===== src/rtl/mux.sv =====
// mux: WIDTH-bit 2:1 selector for the cache read path.
// `out` is purely combinational for same-cycle hit data; `out_q`/`select_q`
// are an enable-loaded registered copy for pipelined consumers.
module mux #(
  parameter int WIDTH = 32
) (
  input  logic             clk,
  input  logic             rst,
  input  logic [WIDTH-1:0] first,
  input  logic [WIDTH-1:0] second,
  input  logic             select,
  input  logic             en,
  output logic [WIDTH-1:0] out,
  output logic [WIDTH-1:0] out_q,
  output logic             select_q
);

  logic [WIDTH-1:0] out_d;
  logic             select_d;

  // Combinational select; the conditional operator gives X-merge in
  // simulation when select is unknown and a plain 2:1 mux in synthesis.
  always_comb begin
    out = select ? second : first;
  end

  // Next-state for the output register: load on en, otherwise hold.
  always_comb begin
    out_d    = out_q;
    select_d = select_q;
    if (en) begin
      out_d    = out;
      select_d = select;
    end
  end

  // Output register; synchronous reset wins over en.
  always_ff @(posedge clk) begin
    if (rst) begin
      out_q    <= '0;
      select_q <= 1'b0;
    end else begin
      out_q    <= out_d;
      select_q <= select_d;
    end
  end

endmodule


===== config.mk =====
export PLATFORM = sky130hd
export DESIGN_NAME = mux
export DESIGN_NICKNAME = d
export VERILOG_FILES = /design/src/rtl/mux.sv
export SDC_FILE = /design/constraint.sdc
export NUM_CORES = 1
export LEC_CHECK = 0
export BUFFER_PORTS_ARGS = -buffer_cell sky130_fd_sc_hd__buf_2
export CORE_MARGIN = 8
export CORE_UTILIZATION = 39
export DETAILED_ROUTE_END_ITERATION = 16
export GPL_TIMING_DRIVEN = 0
export PLACE_DENSITY_LB_ADDON = 0.1
export SLEW_MARGIN = 0
export SYNTH_ARGS = -nofsm -noshare
export SYNTH_HDL_FRONTEND = slang
export SYNTH_SLANG_ARGS = --single-unit
export TNS_END_PERCENT = 100

===== constraint.sdc =====
create_clock -name clk -period 1.2 [get_ports clk]
set_input_delay 0.12 -clock clk [delete_from_list [all_inputs] [get_ports clk]]
set_output_delay 0.12 -clock clk [all_outputs]
set_load 0.02 [all_outputs]

==> impl_metrics.csv, run 1 <==
group,metric,value,unit
route,vias_per_cell,4.74,
clock_network,ctsHtreeMaxLevel,2,
synth,yosysTopAreaCellShare,36.2,%
timing,finClkSkew,0,ps
placed_design,port_buffers,130,
synth,synthMuxAreaShare,26.3,%
synth,synth-seq-area-share,36.2,%
timing,holdWs,168,ps
synth,synthFlopType,"dfxtp_1",
synth,synth_xor_area_share,0,%
critical_path,startpoint_type,"input pin",
synth,synth_area_leader_cell,"dfxtp_1",
global_routing,antenna_found_initial,0,
power,vdd_drop_max,740,µV
timing,min_period,1000,ps
synth,synthTopCellsByArea,"dfxtp_1 36%, mux2_4 24%, o21ba_2 18%",
clock_network,clock_latency,270,ps
global_routing,overflow,0,
route,drc,0,
synth,yosys_warnings,0,
finish,ff_latch_area,661,µm²
route,wire_per_inst,15.1,µm
floorplanning,floorplan.die_area,7130,µm²
synth,synthAdderAreaFrac,0,%
clock_network,ctsResizeCount,0,
critical_path,path_class,"in -> out",
floorplanning,die_h,84.4,µm
route,wirelength,5.12,mm
finish,fillers,433,
power,p_total,2.92,mW
floorplanning,row_count,25,
finish,post-route-util,56.7,%
timing,final.period_utilization,83.7,%
finish,drive_gt1_share,73.9,%
timing,tightest_slew,338,ps
synth,syn_area,1830,µm²
floorplanning,ios,133,
synth,synth-edff-count,0,
timing,finalSetupViolCount,0,
critical_path,cp.arrival,880,ps
finish,n_antenna_cell,0,
clock_network,numCtsBuffers,5,
finish,multi_input_area,1040,µm²
synth,synth_most_common_cell,"dfxtp_1",
global_routing,first_global_vias,1645,
critical_path,crit_path_end_kind,"primary output",
placed_design,dp_hpwl,4.20,mm
synth,async_flop_share,0,%
synth,synth_top_family_by_area,"compound AO/OA/AOI/OAI gates",
min_path,hold_path_depth,3,
outcome,status,"completed",
synth,netlist_instances,146,
clock_network,holdBufCountCts,0,
global_routing,grt_max_degree,11,
floorplanning,coreArea,4630,µm²
critical_path,r2r.worst_path.cells,2,
clock_network,cts_sinks,33,
floorplanning,start_util,39.4,%
timing,finalHoldViolCount,0,
synth,syn_nets,214,
finish,area_delta_synth_final,43.7,%
clock_network,cts.reportedPaths.clkPinSlew,60,ps
synth,syn_area_per_cell,12.5,µm²
clock_network,root_buffer,"clkbuf_8",
clock_network,cts_tree,"done",
synth,synthTopCellsByCount,"33 x dfxtp_1, 32 x o21a_1, 32 x o21ba_2",
global_routing,grtUsageTotal,14.1,%
synth,synthDistinctLibCells,12,
timing,setup-tns-final,0,ps
timing,timing.fmax,995,MHz
route,drtIter0Drc,46,
route,ant_nets,0,
synth,ys_ff_latch,33,
route,via_count,1602,
finish,final_nets,351,
floorplanning,die_w,84.4,µm
route,drtPass1Iterations,4,
clock_network,cts_buffer_depth,2,
timing,max_slew_margin,77.5,%
critical_path,crit_required,1080,ps
global_routing,grt_pass1_wl,8.14,mm
critical_path,crit_path_max_fanout,10,
min_path,hp-class,"in -> reg",
synth,synth-simple-area-share,0.206,%
timing,drv_slew,0,
clock_network,postCtsSetupBuffers,0,
synth,synth-compound-area-share,30.7,%
power,p_leak,1.35,nW
power,pwr_density_cell,1110,nW/µm²
timing,grt_setup_unrepaired,"false",
flow_run,drv_cap,0,
placed_design,gp_congestion,0.723,
per-layer routing:
layer  track usage [%]  part of all wire (%)
met5                 0                     0
met4              4.37                  0.64
met3              7.51                    11
met2              23.6                    48
met1              14.7                    40
stage by stage:
stage / cell area (µm²) / cells / worst slack (ps)
floorplan: 1830 / 146 / 200
global placement: 2540 / 330 / 193
detailed placement: 2540 / 330 / 189
CTS: 2620 / 338 / 188
global route: 2620 / 338 / 167
finish: 2620 / 338 / 195
logic make-up (layout without fill, tap and decap cells):
group	after synthesis	after routing
flip-flops	33	33
multiplexers	33	33
buffers and inverters	15	153
AND/OR/NAND/NOR	1	1
AO/OA/AOI/OAI	64	64
sequential cells by signal (all words and copies together) (netlist names):
register	count
select_q	1
out_q	32
worst paths after layout:
path	slack, ps	from	to
min reg2reg	490	select_q	select_q
max	200	select	out[11]
min	170	second[15]	out_q[15]
max reg2reg	500	out_q[31]	out_q[31]
worst max-delay path, stage by stage:
cell,delay [ps]
buf_6,120
buf_12,150
mux2_4,310
buf_2,160
layout make-up:
| cell class | instances | share of cell area, % |
|---|---|---|
| Multi-Input combinational cell | 98 | 39.8 |
| Sequential cell | 33 | 25.2 |
| Timing Repair Buffer | 130 | 24.8 |
| Buffer | 14 | 4.48 |
| Clock buffer | 8 | 3.05 |
| Tap cell | 54 | 2.58 |
| Inverter | 1 | 0.143 |
power breakdown:
part           internal, mW  total, mW  leakage, nW  switching [mW]
Sequential             1.18       1.21        0.274          0.0358
Clock                 0.412      0.783       0.0395           0.371
Combinational         0.461      0.926         1.04           0.466
Total                  2.05       2.92         1.35           0.873
cell usage in the layout (no fill, tap or decap), types with 3 or more instances in the layout:
| master | netlist | routed |
|---|---|---|
| buf_2 | 7 | 137 |
| dfxtp_1 | 33 | 33 |
| o21ba_2 | 32 | 32 |
| o21a_1 | 32 | 32 |
| mux2_4 | 29 | 29 |
| clkbuf_1 | 3 | 6 |
| clkbuf_8 | 0 | 5 |
| buf_12 | 3 | 3 |
| mux2_2 | 3 | 3 |
Power figures use the tool's default switching activity.
==> inputs of run 2 (changes only) <==
--- a/config.mk
+++ b/config.mk
@@ -7,7 +7,7 @@
 export LEC_CHECK = 0
 export BUFFER_PORTS_ARGS = -buffer_cell sky130_fd_sc_hd__buf_2
 export CORE_MARGIN = 8
-export CORE_UTILIZATION = 39
+export CORE_UTILIZATION = 37
 export DETAILED_ROUTE_END_ITERATION = 16
 export GPL_TIMING_DRIVEN = 0
 export PLACE_DENSITY_LB_ADDON = 0.1
==> constraint.sdc (replaced) <==
create_clock -name clk -period 0.9 [get_ports clk]
set_input_delay 0.09 -clock clk [delete_from_list [all_inputs] [get_ports clk]]
set_output_delay 0.09 -clock clk [all_outputs]
set_load 0.02 [all_outputs]
==> impl_metrics.csv, run 2 (synthesis gave the netlist of run 1 again) <==
group,metric,value,unit
global_routing,first_global_vias,1750,
timing,finalHoldViolCount,0,
clock_network,cts_buffer_depth,2,
critical_path,worstPathCellList,"buf_12 > buf_12 > mux2_4 > buf_6",
critical_path,crit_top_cell,"buf_12",
floorplanning,row_count,25,
route,via_count,1646,
critical_path,cp.arrival,810,ps
placed_design,gp_congestion,0.665,
critical_path,cp_slowest_cell,"mux2_4",
placed_design,dp_cells,343,
finish,drive_gt1_share,75.9,%
clock_network,numCtsBuffers,5,
finish,final_cell_mix,"86 x buf_2, 32 x o21ba_2, 32 x o21a_1",
finish,n_antenna_cell,0,
route,vias_per_cell,4.66,
flow_run,drv_cap,0,
timing,timing.fmax,1110,MHz
critical_path,startpoint_type,"input pin",
critical_path,path_class,"in -> out",
global_routing,overflow,0,
timing,finClkSkew,0,ps
critical_path,crit_required,810,ps
floorplanning,coreArea,4750,µm²
critical_path,crit_path_end_kind,"primary output",
critical_path,reg2reg_from,"out_q[24]",
finish,area_delta_synth_final,59.2,%
finish,max_flop_register,"out_q",
finish,largest_reg_flops,32,
critical_path,crit_path_max_fanout,10,
outcome,violations,"negative setup slack",
finish,finalInstanceArea,2910,µm²
timing,tightest_slew,340,ps
power,p_leak,1.43,nW
finish,final_common_cell,"buf_2",
finish,stdcell_count,353,
clock_network,cts_tree,"done",
placed_design,dp_hpwl,4.37,mm
route,drtIter0Drc,35,
clock_network,cts.reportedPaths.clkPinSlew,60,ps
timing,setup-tns-final,-5.08,ps
floorplanning,ios,133,
timing,grt_setup_unrepaired,"true",
outcome,status,"complete, but fails checks",
floorplanning,start_util,38.4,%
min_path,hp-start,"first[21]",
clock_network,holdBufCountCts,0,
finish,final_nets,353,
placed_design,port_buffers,130,
floorplanning,die_h,86.2,µm
route,wire_per_inst,16.0,µm
timing,fin_ws,-4.53,ps
floorplanning,floorplan.die_area,7440,µm²
critical_path,slowest_delay,320,ps
timing,min_period,905,ps
global_routing,grt_max_degree,11,
timing,final.period_utilization,101,%
floorplanning,die_w,86.2,µm
route,ant_nets,0,
timing,drv_slew,0,
placed_design,place_area,2560,µm²
timing,max_slew_margin,77.4,%
timing,holdWs,142,ps
global_routing,antenna_found_initial,0,
global_routing,grtUsageTotal,14.5,%
finish,top_regs,"out_q (32), select_q (1)",
critical_path,startpoint,"select",
global_routing,grt_pass1_wl,8.53,mm
timing,finalSetupViolCount,2,
route,drtPass1Iterations,4,
power,pwr_density_cell,1420,nW/µm²
route,drc,0,
clock_network,ctsHtreeMaxLevel,2,
route,wirelength,5.63,mm
clock_network,clock_latency,280,ps
min_path,hp-class,"in -> reg",
power,vdd_drop_max,867,µV
clock_network,root_buffer,"clkbuf_8",
clock_network,cts_sinks,33,
[run 2: changes by cell type in the layout (fill, tap and decap cells not counted)]
cell / change
buf_12: +1
buf_2: -51
buf_4: +24
buf_6: +28
dfxtp_1: -5
dfxtp_2: +5
[run 2: worst paths after layout]
path,to,depth (start not counted),slack (ps)
setup / recovery,out[0],4,-5
hold / removal,out_q[21],3,140
setup reg to reg,out_q[24],2,180
hold reg to reg,select_q,2,500
[run 2: critical path: cells and delay by family]
family / cells / cell delay [ps]
buffers and inverters: 3 / 400
muxes: 1 / 320
[run 2: what timing repair did]
item	4_1_cts	5_1_grt
resized for setup	59	28
endpoints found under the setup margin	29	47
buffers inserted	0	2
[run 2: stage by stage]
| stage | util (%) | total power, mW | worst slack [ps] |
|---|---|---|---|
| after floorplan | - | 2.48 | -65.3 |
| after global placement | 53.9 | 2.90 | -83.9 |
| after detailed placement | 53.9 | 2.91 | -66.3 |
| after CTS | 59.5 | 4.13 | -8.03 |
| after global routing | 61.1 | 4.35 | -22.7 |
| final | 61.1 | 4.14 | -4.53 |
[run 2: final cells by class]
class	instances	area, µm²
well taps	67	83.8
repair buffers	132	902
fillers	436	1850
plain buffers	14	126
multi-input cells	98	1040
inverters	1	3.75
clock buffers	8	80.1
flip-flops and latches	33	667
[run 2: routing by layer]
metal  routed length (µm)  GRT usage (%)  up-vias
met4                   78           5.63        0
met2                 2810           24.6       75
li1                     -              -      802
met5                    0              0        -
met3                  565           6.99       10
met1                 2180           15.2      759
[run 2: report_power, final]
part           switching (mW)  leakage (nW)  internal (mW)
sequential             0.0529         0.276           1.57
combinational           0.660          1.12          0.786
clock                   0.520        0.0395          0.549
==> inputs of run 3 (changes only) <==
--- a/config.mk
+++ b/config.mk
@@ -6,8 +6,9 @@
 export NUM_CORES = 1
 export LEC_CHECK = 0
 export BUFFER_PORTS_ARGS = -buffer_cell sky130_fd_sc_hd__buf_2
+export CAP_MARGIN = 20
 export CORE_MARGIN = 8
-export CORE_UTILIZATION = 37
+export CORE_UTILIZATION = 30
 export DETAILED_ROUTE_END_ITERATION = 16
 export GPL_TIMING_DRIVEN = 0
 export PLACE_DENSITY_LB_ADDON = 0.1
==> impl_metrics.csv, run 3 (synthesis gave the netlist of run 1 again) <==
group,metric,value,unit
outcome,status,"complete, but fails checks",
outcome,violations,"negative setup slack",
finish,n_antenna_cell,0,
timing,fin_ws,-8.21,ps
floorplanning,row_count,28,
power,internal-power,3.05,mW
floorplanning,floorplan.die_area,8840,µm²
clock_network,cts_tree,"done",
critical_path,path_class,"in -> out",
timing,drv_slew,0,
power,p_clk_share,26.1,%
critical_path,cp.arrival,820,ps
global_routing,grt_pass1_wl,8.77,mm
timing,setup-tns-final,-63.1,ps
critical_path,r2r_slack,190,ps
finish,area_delta_synth_final,70.0,%
floorplanning,die_h,94.0,µm
route,wirelength,6.04,mm
timing,min_period,908,ps
power,pwr-share-seq,37.9,%
power,swShare,29.0,%
global_routing,grt_max_degree,11,
global_routing,grt_use_met2,22.0,%
timing,finalHoldViolCount,0,
power,p_leak,1.54,nW
global_routing,overflow,0,
power,pwr_density_cell,1380,nW/µm²
timing,finalSetupViolCount,12,
floorplanning,ios,133,
finish,final_common_cell,"buf_2",
power,p_sw,1.24,mW
route,drtPass1Iterations,4,
min_path,hp-class,"in -> reg",
clock_network,cts_sinks,33,
finish,largest_reg_flops,32,
finish,finalInstanceArea,3100,µm²
critical_path,crit_required,810,ps
flow_run,drv_cap,0,
finish,final_nets,366,
global_routing,grt-busiest-layer,"met2",
timing,final.period_utilization,101,%
route,vias_per_cell,4.48,
clock_network,ctsHtreeMaxLevel,2,
finish,max_flop_register,"out_q",
finish,drive_gt1_share,77.2,%
finish,top_regs,"out_q (32), select_q (1)",
floorplanning,coreArea,5890,µm²
placed_design,dp_hpwl,4.54,mm
timing,tightest_slew,377,ps
route,ant_nets,0,
power,vdd_drop_max,926,µV
timing,grt_setup_unrepaired,"true",
clock_network,cts_buffer_depth,2,
placed_design,place_area,2570,µm²
finish,final_cell_mix,"85 x buf_2, 33 x buf_4, 32 x o21ba_2, 32 x o21a_1, 30 x buf_6",
placed_design,dp_slack,-105,ps
route,drc,0,
global_routing,antenna_found_initial,0,
critical_path,crit_path_end_kind,"primary output",
global_routing,grtUsageTotal,12.5,%
finish,multi_input_area,1040,µm²
timing,finClkSkew,0,ps
floorplanning,die_w,94.0,µm
clock_network,cts.reportedPaths.clkPinSlew,70,ps
finish,fillers,552,
finish,ff_latch_area,666,µm²
power,p_comb_share,36.0,%
clock_network,clock_latency,270,ps
global_routing,first_global_vias,1750,
global_routing,met3_usage,5.20,%
clock_network,numCtsBuffers,5,
min_path,hold_path_depth,3,
timing,max_slew_margin,74.9,%
placed_design,port_buffers,130,
global_routing,use_met1,13.1,%
critical_path,startpoint_type,"input pin",
route,via_count,1671,
floorplanning,start_util,31.0,%
critical_path,r2r.worst_path.cells,2,
placed_design,gp_congestion,0.688,
clock_network,root_buffer,"clkbuf_8",
route,wire_per_inst,16.2,µm
route,drtIter0Drc,17,
timing,timing.fmax,1100,MHz
critical_path,crit_path_max_fanout,5,
run 3: cell count changes in the layout (fill, tap and decap cells not counted), sizes merged:
| cell | previous run | this run |
|---|---|---|
| clkbuf | 11 | 14 |
| buf | 143 | 152 |
run 3: worst paths after layout:
kind / start / endpoint
max: select / out[16]
min: first[13] / out_q[13]
max reg2reg: out_q[20] / out_q[20]
min reg2reg: select_q / select_q
run 3: final cells by class:
class / instances / area share, %
plain buffers: 14 / 4.31
clock buffers: 7 / 2.78
inverters: 1 / 0.121
multi-input cells: 98 / 33.6
flip-flops and latches: 33 / 21.5
well taps: 75 / 3.02
repair buffers: 145 / 34.7
run 3: per-stage QoR:
step           total power, mW  hold WS [ps]  util (%)  instances
2_1_floorplan             2.48           345         -        146
4_1_cts                   4.20           143      48.4        358
5_1_grt                   4.51           146      52.7        373
3_3_place_gp              2.91           420      43.7        351
3_5_place_dp              2.92           427      43.7        351
6_report                  4.29           149      52.7        373
run 3: what timing repair did:
action | CTS | global route
endpoints found under the hold margin | 0 | 0
resized for setup | 59 | 29
gates cloned | 0 | 4
buffers inserted | 0 | 11
hold buffers | 0 | 0
endpoints found under the setup margin | 29 | 51
run 3: worst max-delay path, stage by stage:
cell	delay, ps
buf_16	130
clkbuf_16	160
mux2_4	310
buf_6	130
run 3: power by group through the flow:
stage	registers (mW)	logic, mW	clock network [mW]
5_1_grt	1.64	1.64	1.23
3_5_place_dp	1.65	1.27	0
4_1_cts	1.62	1.42	1.16
3_3_place_gp	1.65	1.26	0
6_report	1.63	1.54	1.12
2_1_floorplan	1.79	0.687	0
run 3: routing by layer:
layer,vias up,share of wire (%),wire (µm)
met5,-,0,0
met4,0,0.71,43
met3,5,8.1,488
met2,65,52,3140
met1,773,39,2370
li1,828,-,-
